File: src/rtl/tinyalu_pkg.sv
// Shared types for the tinyalu command path: opcodes, driver FSM states and
// the command record that travels through the command FIFO.
package tinyalu_pkg;

  typedef enum logic [2:0] {
    OP_NOOP = 3'b000,
    OP_ADD  = 3'b001,
    OP_AND  = 3'b010,
    OP_XOR  = 3'b011,
    OP_MULT = 3'b100
  } op_e;

  typedef enum logic [1:0] {
    ST_IDLE  = 2'd0,
    ST_ISSUE = 2'd1,
    ST_RESP  = 2'd2
  } state_e;

  // op is kept as raw bits so that invalid encodings (5..7) survive the FIFO
  typedef struct packed {
    logic [7:0] a;
    logic [7:0] b;
    logic [2:0] op;
    logic [3:0] tag;
  } cmd_t;

  // Opcodes that actually need the ALU
  function automatic logic is_alu_op(input logic [2:0] op);
    return (op == OP_ADD) || (op == OP_AND) || (op == OP_XOR) || (op == OP_MULT);
  endfunction

  // Any opcode the ALU defines, including NO_OP
  function automatic logic is_valid_op(input logic [2:0] op);
    return (op == OP_NOOP) || is_alu_op(op);
  endfunction

endpackage

File: src/rtl/tinyalu_cmd_fifo.sv
// Synchronous FIFO for command records. DEPTH must be a power of two (>= 2)
// so that the read/write pointers wrap naturally. Push while full and pop
// while empty are ignored.
module tinyalu_cmd_fifo #(
  parameter int  DEPTH  = 4,
  parameter type data_t = logic [7:0]
) (
  input  logic                       clk,
  input  logic                       reset_n,
  input  logic                       push,
  input  data_t                      din,
  input  logic                       pop,
  output data_t                      dout,
  output logic [$clog2(DEPTH):0]     count,
  output logic                       full,
  output logic                       empty
);

  localparam int AW = $clog2(DEPTH);

  logic [AW:0]   count_q, count_d;
  logic [AW-1:0] wr_q, wr_d;
  logic [AW-1:0] rd_q, rd_d;
  data_t         mem_q [DEPTH];
  data_t         mem_d [DEPTH];
  logic          do_push;
  logic          do_pop;

  assign full    = (count_q == (AW+1)'(DEPTH));
  assign empty   = (count_q == '0);
  assign count   = count_q;
  assign dout    = mem_q[rd_q];
  assign do_push = push && !full;
  assign do_pop  = pop && !empty;

  // Next pointers, occupancy and storage contents
  always_comb begin
    count_d = count_q;
    wr_d    = wr_q;
    rd_d    = rd_q;
    mem_d   = mem_q;
    if (do_push) begin
      mem_d[wr_q] = din;
      wr_d        = wr_q + AW'(1);
    end
    if (do_pop) begin
      rd_d = rd_q + AW'(1);
    end
    case ({do_push, do_pop})
      2'b10:   count_d = count_q + (AW+1)'(1);
      2'b01:   count_d = count_q - (AW+1)'(1);
      default: count_d = count_q;
    endcase
  end

  // FIFO state registers; reset empties the FIFO and discards contents
  always_ff @(posedge clk or negedge reset_n) begin
    if (!reset_n) begin
      count_q <= '0;
      wr_q    <= '0;
      rd_q    <= '0;
      for (int i = 0; i < DEPTH; i++) mem_q[i] <= '0;
    end else begin
      count_q <= count_d;
      wr_q    <= wr_d;
      rd_q    <= rd_d;
      mem_q   <= mem_d;
    end
  end

endmodule

File: src/rtl/tinyalu_cmd_driver.sv
// Command front end for tinyalu: buffers commands, drives the ALU's
// start/done handshake with a timeout watchdog, and returns tagged results.
//
// Handshakes: cmd and rsp are valid/ready. A transfer happens on a rising
// edge where valid and ready are both high; valid never depends on ready, and
// rsp_result/rsp_tag/rsp_err stay stable while rsp_valid is high.
module tinyalu_cmd_driver
  import tinyalu_pkg::*;
#(
  parameter int FIFO_DEPTH = 4,
  parameter int TIMEOUT    = 16
) (
  input  logic        clk,
  input  logic        reset_n,
  input  logic        cmd_valid,
  output logic        cmd_ready,
  input  logic [7:0]  cmd_a,
  input  logic [7:0]  cmd_b,
  input  logic [2:0]  cmd_op,
  input  logic [3:0]  cmd_tag,
  output logic        rsp_valid,
  input  logic        rsp_ready,
  output logic [15:0] rsp_result,
  output logic [3:0]  rsp_tag,
  output logic        rsp_err,
  output logic [7:0]  alu_A,
  output logic [7:0]  alu_B,
  output logic [2:0]  alu_op,
  output logic        alu_start,
  input  logic        alu_done,
  input  logic [15:0] alu_result,
  output logic        busy,
  output state_e      dbg_state
);

  localparam int            CW        = $clog2(FIFO_DEPTH) + 1;
  localparam int            WW        = $clog2(TIMEOUT);
  localparam logic [WW-1:0] WAIT_LAST = WW'(TIMEOUT - 1);

  state_e        state_q, state_d;
  logic [7:0]    a_q, a_d;
  logic [7:0]    b_q, b_d;
  logic [2:0]    op_q, op_d;
  logic          start_q, start_d;
  logic [WW-1:0] wait_q, wait_d;
  logic [15:0]   result_q, result_d;
  logic [3:0]    tag_q, tag_d;
  logic          err_q, err_d;

  cmd_t          cmd_in;
  cmd_t          head;
  logic [CW-1:0] fifo_count;
  logic          fifo_full;
  logic          fifo_empty;
  logic          fifo_push;
  logic          fifo_pop;

  assign cmd_in    = '{a: cmd_a, b: cmd_b, op: cmd_op, tag: cmd_tag};
  assign cmd_ready = (fifo_count != CW'(FIFO_DEPTH));
  assign fifo_push = cmd_valid && !fifo_full;

  tinyalu_cmd_fifo #(
    .DEPTH  (FIFO_DEPTH),
    .data_t (cmd_t)
  ) u_fifo (
    .clk     (clk),
    .reset_n (reset_n),
    .push    (fifo_push),
    .din     (cmd_in),
    .pop     (fifo_pop),
    .dout    (head),
    .count   (fifo_count),
    .full    (fifo_full),
    .empty   (fifo_empty)
  );

  // FSM state register
  always_ff @(posedge clk or negedge reset_n) begin
    if (!reset_n) state_q <= ST_IDLE;
    else          state_q <= state_d;
  end

  // Next-state logic; alu_done wins over the timeout in the same cycle
  always_comb begin
    state_d = state_q;
    case (state_q)
      ST_IDLE:  if (!fifo_empty) state_d = is_alu_op(head.op) ? ST_ISSUE : ST_RESP;
      ST_ISSUE: if (alu_done || (wait_q == WAIT_LAST)) state_d = ST_RESP;
      ST_RESP:  if (rsp_ready) state_d = ST_IDLE;
      default:  state_d = ST_IDLE;
    endcase
  end

  // Output logic: FIFO pop, response valid, busy and state visibility
  always_comb begin
    fifo_pop  = (state_q == ST_IDLE) && !fifo_empty;
    rsp_valid = (state_q == ST_RESP);
    busy      = (state_q != ST_IDLE) || !fifo_empty;
    dbg_state = state_q;
  end

  // Datapath next values: ALU operands on pop, result capture in ISSUE
  always_comb begin
    a_d      = a_q;
    b_d      = b_q;
    op_d     = op_q;
    start_d  = start_q;
    wait_d   = wait_q;
    result_d = result_q;
    tag_d    = tag_q;
    err_d    = err_q;
    case (state_q)
      ST_IDLE: begin
        if (!fifo_empty) begin
          tag_d = head.tag;
          if (is_alu_op(head.op)) begin
            a_d     = head.a;
            b_d     = head.b;
            op_d    = head.op;
            start_d = 1'b1;
            wait_d  = '0;
          end else begin
            // NO_OP and invalid opcodes answer directly without the ALU
            result_d = 16'h0000;
            err_d    = !is_valid_op(head.op);
          end
        end
      end
      ST_ISSUE: begin
        wait_d = wait_q + WW'(1);
        if (alu_done) begin
          result_d = alu_result;
          err_d    = 1'b0;
          start_d  = 1'b0;
        end else if (wait_q == WAIT_LAST) begin
          result_d = 16'h0000;
          err_d    = 1'b1;
          start_d  = 1'b0;
        end
      end
      default: ;
    endcase
  end

  // Datapath registers
  always_ff @(posedge clk or negedge reset_n) begin
    if (!reset_n) begin
      a_q      <= '0;
      b_q      <= '0;
      op_q     <= '0;
      start_q  <= 1'b0;
      wait_q   <= '0;
      result_q <= '0;
      tag_q    <= '0;
      err_q    <= 1'b0;
    end else begin
      a_q      <= a_d;
      b_q      <= b_d;
      op_q     <= op_d;
      start_q  <= start_d;
      wait_q   <= wait_d;
      result_q <= result_d;
      tag_q    <= tag_d;
      err_q    <= err_d;
    end
  end

  assign alu_A      = a_q;
  assign alu_B      = b_q;
  assign alu_op     = op_q;
  assign alu_start  = start_q;
  assign rsp_result = result_q;
  assign rsp_tag    = tag_q;
  assign rsp_err    = err_q;

endmodule

File: config.mk
export PLATFORM = sky130hd
export DESIGN_NAME = tinyalu_cmd_driver
export DESIGN_NICKNAME = d
export VERILOG_FILES = /design/src/rtl/tinyalu_pkg.sv /design/src/rtl/tinyalu_cmd_fifo.sv /design/src/rtl/tinyalu_cmd_driver.sv
export SDC_FILE = /design/constraint.sdc
export NUM_CORES = 1
export LEC_CHECK = 0
export BUFFER_PORTS_ARGS = -buffer_cell sky130_fd_sc_hd__buf_2
export CORE_ASPECT_RATIO = 2
export CORE_MARGIN = 4
export CORE_UTILIZATION = 57
export CTS_CLUSTER_DIAMETER = 40
export DETAILED_ROUTE_END_ITERATION = 7
export GPL_TIMING_DRIVEN = 0
export PLACE_DENSITY = 0.79
export RECOVER_POWER = 25
export SYNTH_ARGS = -nofsm -noshare
export SYNTH_HDL_FRONTEND = slang
export SYNTH_SLANG_ARGS = --single-unit
File: constraint.sdc
create_clock -name clk -period 2.8 [get_ports clk]
set_input_delay 0.28 -clock clk [delete_from_list [all_inputs] [get_ports clk]]
set_output_delay 0.28 -clock clk [all_outputs]
set_load 0.01 [all_outputs]
Word level (Yosys, flattened, before mapping)
Cells that the tools add are included.

storage, ports and cells
  register bits = 146
  input port bits = 44
  output and inout bits = 46
  logic and storage cells = 112

cells by class
  add/sub/neg operators = 5
  $lt $le $gt $ge = 3
  equality and inequality tests = 17
  multiplexer cells = 30
  bitwise logic cells = 3
  reduce and logical (&&, ||, !) cells = 26

operators with widths
  kind                  count
  $bwmux W92            1
  $mux W23              3
  $mux W16              4
  $bmux W23 S2          1
  $demux W23 S2         1
  $pmux W16 S2          1
  $reduce_and A3 Y1     3
  $mux W1               8
  $mux W2               4
  $mux W4               2
  $ne A2 B2 Y1 const B  4
  $pmux W4 S2           1
  $reduce_and A4 Y1     2
  $eq A3 B2 Y1 const B  2
  $eq A3 B3 Y1 const B  2
  $ge A3 B3 Y1 const B  2
  $logic_not A3 Y1      2
  $logic_or A1 B1 Y1    6
  $ne A3 B3 Y1 const B  2
  $not A2 Y3            2
  $pmux W2 S3           1
  $pmux W3 S2           1
  $reduce_bool A2 Y1    3
  $logic_and A1 B1 Y1   5
  other kinds (15)      21

Longest topological paths before layout
  depth after elaboration = 13
  gate-level depth with buffers = 11
  mapped depth without buffers = 9

By module
Synthesis repeated with hierarchy kept, for this count alone.

unflattened totals
  cells, all modules = 388
  area, all modules = 6331.1 µm²

modules (own cells, without submodules)
  module              instances  cells an instance  area an instance (µm²)  sequential area each (µm²)
  tinyalu_cmd_fifo    1          261                4400.5                  2477.4
  tinyalu_cmd_driver  1          127                1930.6                  1176.1

Worst setup path before layout
Ideal clock, no wire load.

  kind = reg-to-reg
  start point = register state_q[1], in the netlist dbg_state[1]
  end point = register u_fifo.count_q[2], in the netlist u_fifo.count[2]
  library setup time = 0.079 ns
  data arrival time = 2.117 ns
  required time = 2.721 ns
  setup slack = 0.604 ns
  cell stages (with the launch flop) = 12
  buffers on the path = 2
  period minus slack after synthesis = 2.196 ns
  cell sequence = dfrtp_1 > clkbuf_1 > nor2_1 > nand2b_1 > clkbuf_1 > inv_1 > ha_1 > inv_1 > fa_1 > xor2_1 > nor2_1 > xor2_1

on the way
  word-level cells in the longest chain between the ends = 5
  elaborated cells between the ends (all ways) = 7
  classes of those cells = 2 x eq/ne; 1 x mux; 4 x reduce/logical

ends and longest elaborated chain
  item                                                      RTL line                  RTL
  from (decl)                                               tinyalu_cmd_driver.sv:40  state_e state_q, state_d;
  from (signal assigned)                                    tinyalu_cmd_driver.sv:80  else state_q <= state_d;
  $logic_not A2 Y1 *                                        tinyalu_cmd_driver.sv:96  fifo_pop = (state_q == ST_IDLE) && !fifo_empty;
  $logic_and A1 B1 Y1 *                                     tinyalu_cmd_driver.sv:96
  net fifo_pop                                              tinyalu_cmd_driver.sv:56  logic fifo_pop;
  $logic_and A1 B1 Y1 *                                     tinyalu_cmd_fifo.sv:34    assign do_pop = pop && !empty;
  $eq A2 B1 Y1 / $eq A2 B2 Y1 (equally long branches)       tinyalu_cmd_fifo.sv:49    case ({do_push, do_pop})
  $pmux W3 S2 / $reduce_bool A2 Y1 (equally long branches)  n/a
  to (signal assigned)                                      tinyalu_cmd_fifo.sv:64    count_q <= count_d;
  to (decl)                                                 tinyalu_cmd_fifo.sv:21    logic [AW:0] count_q, count_d;

The timed path passes the listed nets; every way through them passes the cells marked *.
A chain may end at the register's enable or synchronous reset.

Final worst setup path
Same ends and word-level chain as after synthesis.

==> results.toml <==
[yosys]
yosysMostFrequentCell = "dfrtp_1"
seq_area_frac_synth_pct = 58.26
synth_fp_nets = 460
synth_cell_types = 41
netlist.area_leader.share_pct = 58.26
synthAdderAreaFrac_pct = 1.516
postSynth.topFlopCell = "dfrtp_1"
synth_common_cells = "146 x dfrtp_1, 92 x mux2_2, 26 x nand2_1"
synth_xor_area_share_pct = 0.9777
synthTopCellsByArea = "dfrtp_1 58%, mux2_2 17%, mux4_2 8.3%"
synth_mux_area_share_pct = 28.93
synth_async_sr_flop_share_pct = 100.0
yosysTopAreaCell = "dfrtp_1"
synth-simple-area-share_pct = 3.571
ys_warn_count = 0
syn_avg_cell_area_um2 = 15.33
syn_inst = 409
ys_seq_elements = 146
syn_area_um2 = 6271
synth_compound_area_share_pct = 4.350
synth_top_family_by_area = "multiplexers"
synth-edff-count = 0

[global_routing]
grt_max_degree = 108
grt_pass1_wl_um = 21470
antenna_found_initial = 0
grt_usage_pct = 22.64
grt_pass1_vias = 4266
gr-total-overflow = 0

[cells_and_area]
drive_gt1_share_pct = 39.66
ff_latch_area_um2 = 3654
area_growth_pct = 19.65
diodes = 0
nNetsFinal = 570
final_util_pct = 69.41
fin_cells = 672
multi_input_area_um2 = 2472
nFillCells = 762

[worst_setup_path]
crit_required_ps = 3130
rrSetupSlack_ps = 340
criticalPathCategory = "flip-flop to flip-flop"
cpMaxStageDelayCell = "fa_1"
crit_family = "buffers and inverters"
slowest_delay_ps = 380
worstPathMaxFanout = 10
cp_cell_sequence = "clkbuf_1, nor2_1, nand2b_1, clkbuf_1, inv_1, ha_1, inv_1, fa_1, xor2_1, nor2_1, xor2_1"
cp-start-kind = "flip-flop"
path_buf_inv = 4
cp-end-kind = "flip-flop"
worstPathArrival_ps = 2790

[timing]
drv_slew = 40
skew_ps = 8.400
worst_pin_slew_ps = 1757
setup_tns_ps = 0
max_freq_mhz = 406.5
final-hold-violation-count = 0
max-slew-margin-rel_pct = -17.16
worst_slack_ps = 339.9
fin_crit_sh_pct = 87.86
rsz0062_at_grt = "no"
finalCriticalPeriod_ps = 2460
setup_viol_count_final = 0

[power_and_ir_drop]
netSwitchingFraction_pct = 32.93
p_leak_nw = 3.345
powerDensity_nw_per_um2 = 1372
clockPowerShare_pct = 23.1
p_int_mw = 6.904
p_seq_share_pct = 36.3
power.switching_mw = 3.390
vdd_drop_max_v = 0.0007638
share_comb_of_total_power_pct = 40.6

[flow_run]
maxCapViolCount = 1

[clock_network]
clkLatencyLatePin_ps = 410
cts_tree = "done"
postCtsSetupRepairBufs = 0
clock_path_buffers = 2
tritoncts.num_buffers = 17
cts_sinks = 146
clockRootBuffer = "clkbuf_16"
path_clk_slew_ps = 60
htreeDepth = 4

[floorplanning]
core_area_um2 = 10810
start_util_pct = 58.01
std_cell_rows = 54
io_pins = 90
dieHeight_um = 156.3
dieArea_um2 = 12850
die_w_um = 82.17

[placed_design]
place_inst = 639
place_hpwl_um = 9281
gp_congestion = 0.7827
post-place-ws_ps = 228.0
io_buffers = 89

[drt]
vias = 3842
vias_per_cell = 5.717
drc = 0
wl_per_cell_um = 19.75
ant_nets = 0
drt_first_iter_violations = 142
wirelength_um = 13270
drt_pass1_iterations = 4

[status]
violations = "capacitance limit, slew limit"
outcome = "finished, violations left"

[hold_path]
hp-class = "input port to flip-flop"
==> worst reg2reg max path, stage by stage (launching register included) <==
cell      delay (ps)
dfrtp_1          370
clkbuf_1         230
nor2_1           180
nand2b_1          80
clkbuf_1         200
inv_1            260
ha_1             230
inv_1             60
fa_1             380
xor2_1           150
nor2_1           110
xor2_1           140
==> metrics by stage <==
step	total power [mW]	hold slack (ps)	instance area, um2
detailed placement	7.997	209.0	6925
floorplan	6.783	-15.59	6271
finish	10.29	75.86	7503
global placement	7.726	465.4	6892
global route	10.90	73.36	7503
CTS	10.45	56.98	7562
==> final timing paths <==
kind	endpoint	depth (start not counted)	from
max reg2reg	u_fifo.count[2]	11	dbg_state[1]
min reg2reg	alu_A[6]	1	alu_A[6]
max in group asynchronous	u_fifo.mem_q[24]	3	reset_n
min	dbg_state[1]	2	rsp_ready
max	u_fifo.count[2]	11	dbg_state[1]
min in group asynchronous	rsp_result[7]	2	reset_n
==> power by group through the flow <==
stage | Clock, mW | Combinational [mW] | Sequential, mW
2_1_floorplan | 0 | 3.10 | 3.68
3_3_place_gp | 0 | 4.10 | 3.63
3_5_place_dp | 0 | 4.26 | 3.74
4_1_cts | 2.42 | 4.32 | 3.72
5_1_grt | 2.51 | 4.56 | 3.84
6_report | 2.38 | 4.18 | 3.73
==> cells in the final DEF, fill, tap and decap left out, types with 3 or more instances in the layout <==
master,Yosys,final
xor2_1,3,3
a22o_1,16,16
inv_1,10,10
dfrtp_1,146,146
clkbuf_1,8,53
mux2_2,92,92
mux4_2,23,23
nand2_1,26,26
buf_1,10,10
mux2_4,10,10
buf_2,0,45
buf_6,4,4
xnor2_1,4,4
ha_1,6,6
bufinv_16,0,4
o21ai_0,5,5
nor2_1,7,7
clkbuf_16,0,17
o31ai_1,3,3
mux2_1,8,8
==> routing by layer <==
metal  share of wire [%]  GRT usage [%]  vias to the layer above  wire length, um
li1                    -              -                     1706                -
met5                   0              0                        -                0
met1                  36          24.34                     1997             4731
met3                 4.3          5.588                       24              567
met2                  57          41.49                      115             7603
met4                 2.8          8.320                        0              371
==> final cells by class <==
cell class | instances | area share, %
buffer | 22 | 1.501
clock buffer | 20 | 5.953
clock inverter | 12 | 2.401
inverter | 10 | 0.5002
multi-input combinational | 231 | 32.95
sequential | 146 | 48.69
tap | 140 | 2.334
timing repair buffer | 91 | 5.669
==> state kept, by name, indices dropped and copies added (netlist names) <==
signal        count
u_fifo.mem_q     92
alu_A             8
alu_start         1
alu_op            3
rsp_tag           4
u_fifo.rd_q       2
u_fifo.count      3
alu_B             8
u_fifo.wr_q       2
rsp_result       16
rsp_err           1
dbg_state         2
wait_q            4
==> logic make-up after synthesis <==
logic type,Yosys count
xor gates and xnor gates,7
adders and majority gates,7
buffers and inverters,32
AOI/OAI and AO/OA,35
DFF,146
muxes,135
and+or+nand+nor,47
==> repair_timing <==
| item | in CTS | in global routing |
|---|---|---|
| resized for setup | 0 | 1 |
| endpoints found under the hold margin | 39 | 0 |
| hold buffers | 1 | 0 |
| setup endpoints to repair | 0 | 1 |
(Power assumes the default switching activity.)
